$ cat config.mk
export PLATFORM = sky130hd
export DESIGN_NAME = dmawr2tlp_mch
export DESIGN_NICKNAME = d
export VERILOG_FILES = /design/src/rtl/dmawr2tlp_mch.sv
export SDC_FILE = /design/constraint.sdc
export NUM_CORES = 1
export LEC_CHECK = 0
export CORE_AREA = 5 5 329 331
export DETAILED_ROUTE_END_ITERATION = 10
export DIE_AREA = 0 0 334 336
export PLACE_DENSITY = 0.53
export SYNTH_ARGS = -nofsm -noshare
export SYNTH_HDL_FRONTEND = slang
export SYNTH_SLANG_ARGS = --single-unit
export TNS_END_PERCENT = 10
$ cat constraint.sdc
create_clock -name sclk -period 11.1 [get_ports sclk]
set_clock_uncertainty 0.1 [all_clocks]
set_input_delay 1.665 -clock sclk [delete_from_list [all_inputs] [get_ports sclk]]
set_output_delay 1.665 -clock sclk [all_outputs]
set_load 0.02 [all_outputs]
$ cat src/rtl/dmawr2tlp_mch.sv
// DMA write packetizer: turns per-channel write requests plus 64-bit data streams
// into PCIe Memory Write TLPs (MAX_PAYLOAD and 4 KB aware), round-robin per TLP.
module dmawr2tlp_mch #(
  parameter int NCH         = 4,
  parameter int MAX_PAYLOAD = 256,
  parameter int BCNT_W      = 24
) (
  input  logic                  sclk,
  input  logic                  srst_n,
  input  logic [15:0]           cfg_req_id,
  input  logic [NCH-1:0]        req_valid,
  output logic [NCH-1:0]        req_ready,
  input  logic [NCH*64-1:0]     req_addr,
  input  logic [NCH*BCNT_W-1:0] req_bcount,
  input  logic [NCH-1:0]        dat_valid,
  output logic [NCH-1:0]        dat_ready,
  input  logic [NCH*64-1:0]     dat_data,
  output logic [NCH-1:0]        done,
  output logic                  tlp_valid,
  input  logic                  tlp_ready,
  output logic [63:0]           tlp_data,
  output logic                  tlp_sop,
  output logic                  tlp_eop,
  output logic [127:0]          tlp_hdr
);

  // Every interface here transfers on a cycle where valid and ready are both high;
  // valid never waits on ready, and the offered beat is held stable until taken.

  localparam int          CW     = (NCH > 1) ? $clog2(NCH) : 1;
  localparam logic [12:0] MAX_PL = 13'(MAX_PAYLOAD);

  typedef enum logic [1:0] {
    IDLE = 2'd0,
    ARB  = 2'd1,
    XFER = 2'd2
  } state_t;

  state_t state;

  logic [63:0]       req_addr_a [NCH];
  logic [BCNT_W-1:0] req_bcnt_a [NCH];
  logic [63:0]       dat_data_a [NCH];

  for (genvar i = 0; i < NCH; i++) begin : g_unpack
    assign req_addr_a[i] = req_addr[i*64 +: 64];
    assign req_bcnt_a[i] = req_bcount[i*BCNT_W +: BCNT_W];
    assign dat_data_a[i] = dat_data[i*64 +: 64];
  end

  logic [NCH-1:0]    ctx_active;
  logic [63:0]       ctx_addr [NCH];
  logic [BCNT_W-1:0] ctx_rem  [NCH];

  logic [CW-1:0]  gnt;
  logic [CW-1:0]  arb_sel;
  logic           arb_found;
  logic [12:0]    size_q;
  logic [9:0]     beat_cnt;
  logic           first_q;
  logic [127:0]   hdr_q;

  logic [NCH-1:0] hs;
  logic [NCH-1:0] active_nxt;
  logic [NCH-1:0] done_nxt;
  logic           xfer;
  logic           last_beat;
  logic           beat_acc;
  logic           eop_acc;
  logic           ctx_fin;

  assign hs        = req_valid & req_ready;
  assign xfer      = (state == XFER);
  assign last_beat = (beat_cnt == 10'd1);
  assign beat_acc  = tlp_valid & tlp_ready;
  assign eop_acc   = beat_acc & last_beat;
  assign ctx_fin   = eop_acc & (ctx_rem[gnt] == BCNT_W'(size_q));

  // Round-robin: search starts at the channel after the one granted last.
  always_comb begin
    int idx;
    arb_sel   = gnt;
    arb_found = 1'b0;
    for (int i = 1; i <= NCH; i++) begin
      idx = int'(gnt) + i;
      if (idx >= NCH) idx = idx - NCH;
      if (!arb_found && ctx_active[CW'(idx)]) begin
        arb_sel   = CW'(idx);
        arb_found = 1'b1;
      end
    end
  end

  logic [63:0]       sel_addr;
  logic [BCNT_W-1:0] sel_rem;
  logic [12:0]       bnd_room;
  logic [12:0]       lim;
  logic [12:0]       arb_size;
  logic              is4dw;
  logic [31:0]       dw0, dw1, dw2, dw3;

  assign sel_addr = ctx_addr[arb_sel];
  assign sel_rem  = ctx_rem[arb_sel];
  assign bnd_room = 13'h1000 - {1'b0, sel_addr[11:0]};
  assign lim      = (bnd_room < MAX_PL) ? bnd_room : MAX_PL;
  assign arb_size = (32'(sel_rem) < 32'(lim)) ? 13'(sel_rem) : lim;
  assign is4dw    = |sel_addr[63:32];

  // A 4096-byte TLP has length bit 10 set, which falls off the 10-bit field as 0.
  assign dw0 = {2'b01, is4dw, 5'b00000, 8'h00, 6'b000000, arb_size[11:2]};
  assign dw1 = {cfg_req_id, 8'h00, 4'hF, 4'hF};
  assign dw2 = is4dw ? sel_addr[63:32] : sel_addr[31:0];
  assign dw3 = is4dw ? sel_addr[31:0]  : 32'h0;

  always_comb begin
    active_nxt = ctx_active;
    done_nxt   = '0;
    for (int i = 0; i < NCH; i++) begin
      if (hs[i]) begin
        if (req_bcnt_a[i] == '0) done_nxt[i]   = 1'b1;
        else                     active_nxt[i] = 1'b1;
      end
    end
    if (ctx_fin) begin
      active_nxt[gnt] = 1'b0;
      done_nxt[gnt]   = 1'b1;
    end
  end

  always_ff @(posedge sclk) begin
    if (!srst_n) begin
      state      <= IDLE;
      ctx_active <= '0;
      req_ready  <= '0;
      done       <= '0;
      gnt        <= CW'(NCH - 1);
      size_q     <= '0;
      beat_cnt   <= '0;
      first_q    <= 1'b0;
      hdr_q      <= '0;
      for (int i = 0; i < NCH; i++) begin
        ctx_addr[i] <= '0;
        ctx_rem[i]  <= '0;
      end
    end else begin
      ctx_active <= active_nxt;
      req_ready  <= ~active_nxt;
      done       <= done_nxt;
      for (int i = 0; i < NCH; i++) begin
        if (hs[i]) begin
          ctx_addr[i] <= req_addr_a[i];
          ctx_rem[i]  <= req_bcnt_a[i];
        end
      end
      if (eop_acc) begin
        ctx_addr[gnt] <= ctx_addr[gnt] + 64'(size_q);
        ctx_rem[gnt]  <= ctx_rem[gnt] - BCNT_W'(size_q);
      end
      case (state)
        IDLE: begin
          if (|ctx_active) state <= ARB;
        end
        ARB: begin
          if (arb_found) begin
            gnt      <= arb_sel;
            size_q   <= arb_size;
            beat_cnt <= arb_size[12:3];
            first_q  <= 1'b1;
            hdr_q    <= {dw3, dw2, dw1, dw0};
            state    <= XFER;
          end else begin
            state <= IDLE;
          end
        end
        XFER: begin
          if (beat_acc) begin
            first_q  <= 1'b0;
            beat_cnt <= beat_cnt - 10'd1;
            if (last_beat) state <= (|active_nxt) ? ARB : IDLE;
          end
        end
        default: state <= IDLE;
      endcase
    end
  end

  // Data path is a pure mux from the granted channel; a dat_valid gap just drops tlp_valid.
  assign tlp_valid = xfer & dat_valid[gnt];
  assign tlp_data  = xfer ? dat_data_a[gnt] : 64'h0;
  assign tlp_sop   = xfer & first_q;
  assign tlp_eop   = xfer & last_beat;
  assign tlp_hdr   = hdr_q;

  always_comb begin
    dat_ready = '0;
    if (xfer) dat_ready[gnt] = tlp_ready;
  end

endmodule

==> results of run 1 <==
[kinds of logic (layout without fill, tap and decap cells)]
| logic type | after synthesis | count (layout) | share of synthesized area, % |
|---|---|---|---|
| AOI/OAI and AO/OA | 702 | 702 | 13.1 |
| xor gates and xnor gates | 74 | 74 | 2.12 |
| adders and majority gates | 47 | 47 | 1.97 |
| other | 2 | 55 | 0.0246 |
| muxes | 247 | 247 | 16.8 |
| buffers and inverters | 349 | 1026 | 5.21 |
| and+or+nand+nor | 1103 | 1103 | 18.1 |
| DFF | 476 | 476 | 42.7 |
[placed cells by master (no fill, tap or decap), types with 11 or more instances in the layout]
master	count
and2_1	89
nand4_1	22
clkdlybuf4s50_1	812
mux2i_1	27
edfxtp_1	352
clkinv_2	11
o21ai_0	439
clkbuf_16	58
nor2_1	84
o2111ai_1	14
a31oi_1	27
a211oi_1	20
xnor2_1	22
a21oi_1	89
diode_2	23
nor4_1	45
inv_1	45
o211ai_1	23
dfxtp_1	120
or3_1	19
conb_1	32
nand3_1	408
buf_4	54
and3_1	65
nand2_1	251
nor3_1	38
ha_1	45
xor2_1	52
mux4_2	211
or4_1	13
[through the flow]
| stage | total power, mW | cell area [sq um] | util [%] | hold WS [ps] | std cells |
|---|---|---|---|---|---|
| floorplan | 3.01 | 30700 | - | 332 | 3030 |
| global placement | 3.78 | 39800 | 38.0 | 339 | 4988 |
| detailed placement | 3.78 | 39800 | 38.0 | 342 | 4988 |
| CTS | 5.82 | 41800 | 39.9 | 356 | 5098 |
| global route | 5.99 | 41800 | 39.9 | 374 | 5109 |
| finish | 5.81 | 41900 | 39.9 | 352 | 5121 |
[final cells by class]
type / count / area (sq um) / area share (%)
clock inverters: 41 / 499 / 1.19
inverters: 47 / 176 / 0.421
multi-input cells: 2205 / 16200 / 38.8
well taps: 1391 / 1740 / 4.16
diodes: 23 / 57.6 / 0.137
clock buffers: 69 / 1520 / 3.64
repair buffers: 869 / 8580 / 20.5
flip-flops and latches: 476 / 13100 / 31.2
[critical path, cell delays in order, from the launching register on]
cell and delay (ps):
dfxtp_4 750, clkinv_1 430, ha_1 510, mux4_2 620
inv_1 160, a21oi_1 150, nor2_4 150, buf_12 500
mux4_2 610, inv_1 90, ha_1 220, or3b_2 470
a21oi_1 220, o31ai_1 120, a21o_1 250, nor3b_1 320
inv_1 80, ha_1 310, a21o_1 110, a21o_1 110
a21oi_1 100, a211oi_1 270, nand2_1 80, o2111ai_1 100
a31oi_1 60, buf_4 230, or4b_2 650, o211ai_1 100
[sequential cells by signal (all words and copies together) (netlist names), named ones only]
name / count
ctx_addr: 256
size_q: 13
ctx_active: 4
ctx_rem: 96
tlp_hdr: 82
beat_cnt: 10
state: 2
req_ready: 4
first_q: 1
done: 4
gnt: 2
[worst paths after layout]
check	end	slack (ps)	cells after the start
min	tlp_hdr[120]	350	2
min reg2reg	tlp_hdr[120]	350	2
max reg2reg	beat_cnt[3]	3030	27
max	beat_cnt[3]	3030	27
[power by group through the flow]
stage	logic [mW]	clock network [mW]	registers, mW
6_report	1.63	2.04	2.13
5_1_grt	1.72	2.13	2.15
2_1_floorplan	0.862	0	2.15
3_3_place_gp	1.61	0	2.17
3_5_place_dp	1.61	0	2.17
4_1_cts	1.62	2.07	2.13
[routing by layer]
layer  vias up  GRT usage, %  routed length [um]
met5         -             0                 112
met4        18          12.9                8660
met3       292          6.26               13700
met2      1605          48.1               81300
met1     14800          33.2               61200
li1      12800             -                   -
==> results_dict.tcl, run 1 <==
set metrics [dict create \
    syn_inst 3000 \
    routedWlPerCell_um 32.2 \
    io_pins 842 \
    combPwrFrac_pct 28.1 \
    start_kind "register" \
    relSlewSlack_pct 25.8 \
    finalSetupViolations 0 \
    core.rowCount 119 \
    die_h_um 336 \
    fillers 10400 \
    syn_area_per_cell_sq_um 10.2 \
    yosysWarnings 0 \
    ys.flop_type "edfxtp_1" \
    seq_power_share_pct 36.8 \
    path_clk_slew_ps 60 \
    async_flop_share_pct 0 \
    finalCritPeriodShare_pct 72.7 \
    port_buffers 813 \
    gp_congestion 0.963 \
    drt_iter0_drc 3157 \
    p_per_area_mw_per_mm2 139 \
    grt_pass1_wl_mm 226 \
    synth_commonest_cells "o21ai_0 (441), nand3_1 (412), edfxtp_1 (352)" \
    synth_top_area_share_pct 34.6 \
    rsz0062_at_grt "false" \
    min_from "tlp_hdr[120]" \
    cp-startpoint "gnt[0]" \
    ant_nets 0 \
    rr_startpoint "gnt[0]" \
    grt_overflow_total 0 \
    die_x_um 334 \
    p_leak_nw 14.6 \
    first_global_vias 29100 \
    intPower_mw 3.91 \
    drc 0 \
    status "finished, final reports clean" \
    hold_viol_final 0 \
    synth_top_cell_by_area "edfxtp_1" \
    ys_seq_area_share_pct 42.7 \
    hold_class "reg -> reg" \
    synth-seq-cells 476 \
    fin_ws_ps 3030 \
    setup_tns_ps 0 \
    wl_mm 165 \
    syn_to_final_growth_pct 36.9 \
    path_class "reg -> reg" \
    initial_core_util_pct 29.2 \
    cp-end-kind "register" \
    dp_worst_setup_slack_ps 3080 \
    synthMostInstantiatedCell "o21ai_0" \
    antenna_found_initial 44 \
    period_minus_slack_ps 8070 \
    synth_edf_count 352 \
    cts_buffers 58 \
    post_cts_buffers 0 \
    synth_area_leaders "edfxtp_1 (35%), mux4_2 (16%), dfxtp_1 (8.1%)" \
    cts_tree "yes" \
    synth_cell_types 75 \
    clk_path_buf_depth 3 \
    ctsHoldBuffers 0 \
    cp.arrival_ps 8500 \
    vdd_drop_max_uv 156 \
    worst_pin_slew_ps 1110 \
    drt-pass1-iter-count 6 \
    cts.sinks 476 \
    core_sq_mm 0.105 \
    cp.required_ps 11530 \
    worst_skew_pair.late_latency_ps 680 \
    syn_area_sq_mm 0.0306 \
    cts_root_buf "clkbuf_16" \
    layout-drive-gt1-share_pct 11.6 \
    drv_slew 0 \
    clkPwrFrac_pct 35.1 \
    post_cts_resized 0 \
    cp_max_fo 84 \
    grtUsageTotal_pct 27.8 \
    dp_hpwl_mm 127 \
    timing.max_cap.violations 0 \
    clock.fmax_mhz 124 \
    p_switching_mw 1.90 \
    viasPerCell 5.76 \
    num_vias 29500 \
    swShare_pct 32.8 \
    dieArea_sq_mm 0.112 \
    nNetsFinal 4339 \
    h-tree-depth 2 \
    grt_max_degree 133 \
]
(Power assumes the default switching activity.)
==> run 2, diff against run 1 <==
Clock period 11.1 ns to 8.1 ns, I/O delays scaled along.
==> results_dict.tcl, run 2 (synthesis gave the netlist of run 1 again) <==
set metrics [dict create \
    period_minus_slack_ps 7030 \
    hold_viol_final 0 \
    worst_pin_slew_ps 1240 \
    fin_cells 5118 \
    dp_hpwl_mm 128 \
    relSlewSlack_pct 17.5 \
    drt-pass1-iter-count 7 \
    ctsHoldBuffers 0 \
    routedWlPerCell_um 32.3 \
    post_cts_resized 0 \
    core.rowCount 119 \
    path_depth 26 \
    drt-met1-wl_mm 61.6 \
    r2r_slack_ps 1070 \
    wl_mm 166 \
    grt_overflow_total 0 \
    rr_startpoint "gnt[0]" \
    hold_end "first_q" \
    first_global_vias 29200 \
    layout-drive-gt1-share_pct 11.5 \
    start_kind "register" \
    drt_iter0_drc 3420 \
    clk_path_buf_depth 3 \
    path_class "reg -> reg" \
    post_cts_buffers 0 \
    io_pins 842 \
    finalSetupViolations 0 \
    critical_path.max_stage_delay_ps 640 \
    largest_reg_flops 256 \
    cp_max_fo 14 \
    dieArea_sq_mm 0.112 \
    num_vias 29800 \
    cp.required_ps 8550 \
    cts_root_buf "clkbuf_16" \
    setup_tns_ps 0 \
    die_h_um 336 \
    fillers 10300 \
    rsz0062_at_grt "false" \
    cp-end-kind "register" \
    cp.arrival_ps 7470 \
    drv_slew 0 \
    final_common_cell "clkdlybuf4s50_1" \
    gp_congestion 0.992 \
    layout.cells.most_common_list "clkdlybuf4s50_1 (812), o21ai_0 (439), nand3_1 (408)" \
    port_buffers 813 \
    timing.hold.ws_ps 353 \
    reg2reg_depth 26 \
    die_x_um 334 \
    p_leak_nw 14.6 \
    placed_cells 4987 \
    clock.fmax_mhz 142 \
    grt_max_degree 134 \
    h-tree-depth 2 \
    hold_class "reg -> reg" \
    vdd_drop_max_uv 182 \
    status "finished, final reports clean" \
    cts_tree "yes" \
    slowest_stage "or4b_2" \
    grt_pass1_wl_mm 227 \
    min_from "first_q" \
    timing.max_cap.violations 0 \
    grtUsageTotal_pct 28.0 \
    path_clk_slew_ps 60 \
    antenna_found_initial 48 \
    p_per_area_mw_per_mm2 189 \
    path_buf_inv 4 \
    syn_to_final_growth_pct 36.9 \
    drc 0 \
    routed-wl-met3_mm 13.7 \
    wl_met2_mm 80.2 \
    top_layer "met5" \
    worst_skew_pair.late_latency_ps 660 \
    cts.sinks 476 \
    core_sq_mm 0.105 \
    critical-path-top-delay-family "compound AO/OA/AOI/OAI gates" \
    hold_depth 2 \
    top_register "ctx_addr" \
    finalCritPeriodShare_pct 86.7 \
    nNetsFinal 4338 \
    initial_core_util_pct 29.2 \
    cts_buffers 58 \
    timing.rr.end "beat_cnt[3]" \
    viasPerCell 5.82 \
    ant_nets 0 \
]
run 2: through the flow:
stage	total power, mW	utilization [%]	worst slack, ps	cell area (sq um)
global route	8.18	39.9	549	41800
detailed placement	5.19	38.0	1160	39800
CTS	7.94	39.9	1090	41800
global placement	5.19	38.0	1180	39800
finish	7.92	39.9	1070	41900
floorplan	4.12	-	246	30700
run 2: metal layers:
metal / GRT usage [%] / up-vias
li1: - / 12800
met1: 33.9 / 15000
met2: 47.5 / 1642
met3: 5.77 / 302
met4: 14.4 / 22
met5: 0 / -
run 2: report_power, final:
part / internal (mW) / switching [mW]
Clock: 1.62 / 1.13
Sequential: 2.79 / 0.132
Combinational: 0.947 / 1.30
run 2: cell type report:
class                      count  area [sq um]  area share [%]
timing repair buffer         868          8610            20.6
clock buffer                  78          1610            3.85
clock inverter                31           377           0.900
multi-input combinational   2205         16200            38.8
tap                         1391          1740            4.16
inverter                      47           176           0.421
antenna                       22          55.1           0.132
sequential                   476         13100            31.2
run 2: worst max path at each step:
stage,slack [ps],endpoint,start
3_3_place_gp,1180,beat_cnt[3],gnt[0]
5_1_grt,550,beat_cnt[3],gnt[0]
3_5_place_dp,1160,beat_cnt[3],gnt[0]
6_report,1070,beat_cnt[3],gnt[0]
4_1_cts,1090,beat_cnt[3],gnt[0]
2_1_floorplan,250,beat_cnt[6],gnt[1]
run 2: worst register-to-register path: stages, from the launching register on:
cell and delay, ps:
dfxtp_4 340, clkinv_1 230, ha_1 490, mux4_2 610, nand2b_1 190, a221oi_2 480, nor2_4 240, mux4_2 360
inv_1 90, ha_1 200, or3b_2 470, a21oi_1 230, o31ai_1 120, a21o_1 260, nor3b_1 300, inv_1 80
ha_1 300, a21o_1 120, a21o_1 110, a21oi_1 80, a211oi_1 280, nand2_1 90, o2111ai_1 110, a31oi_1 90
buf_4 210, or4b_2 640, o211ai_1 110
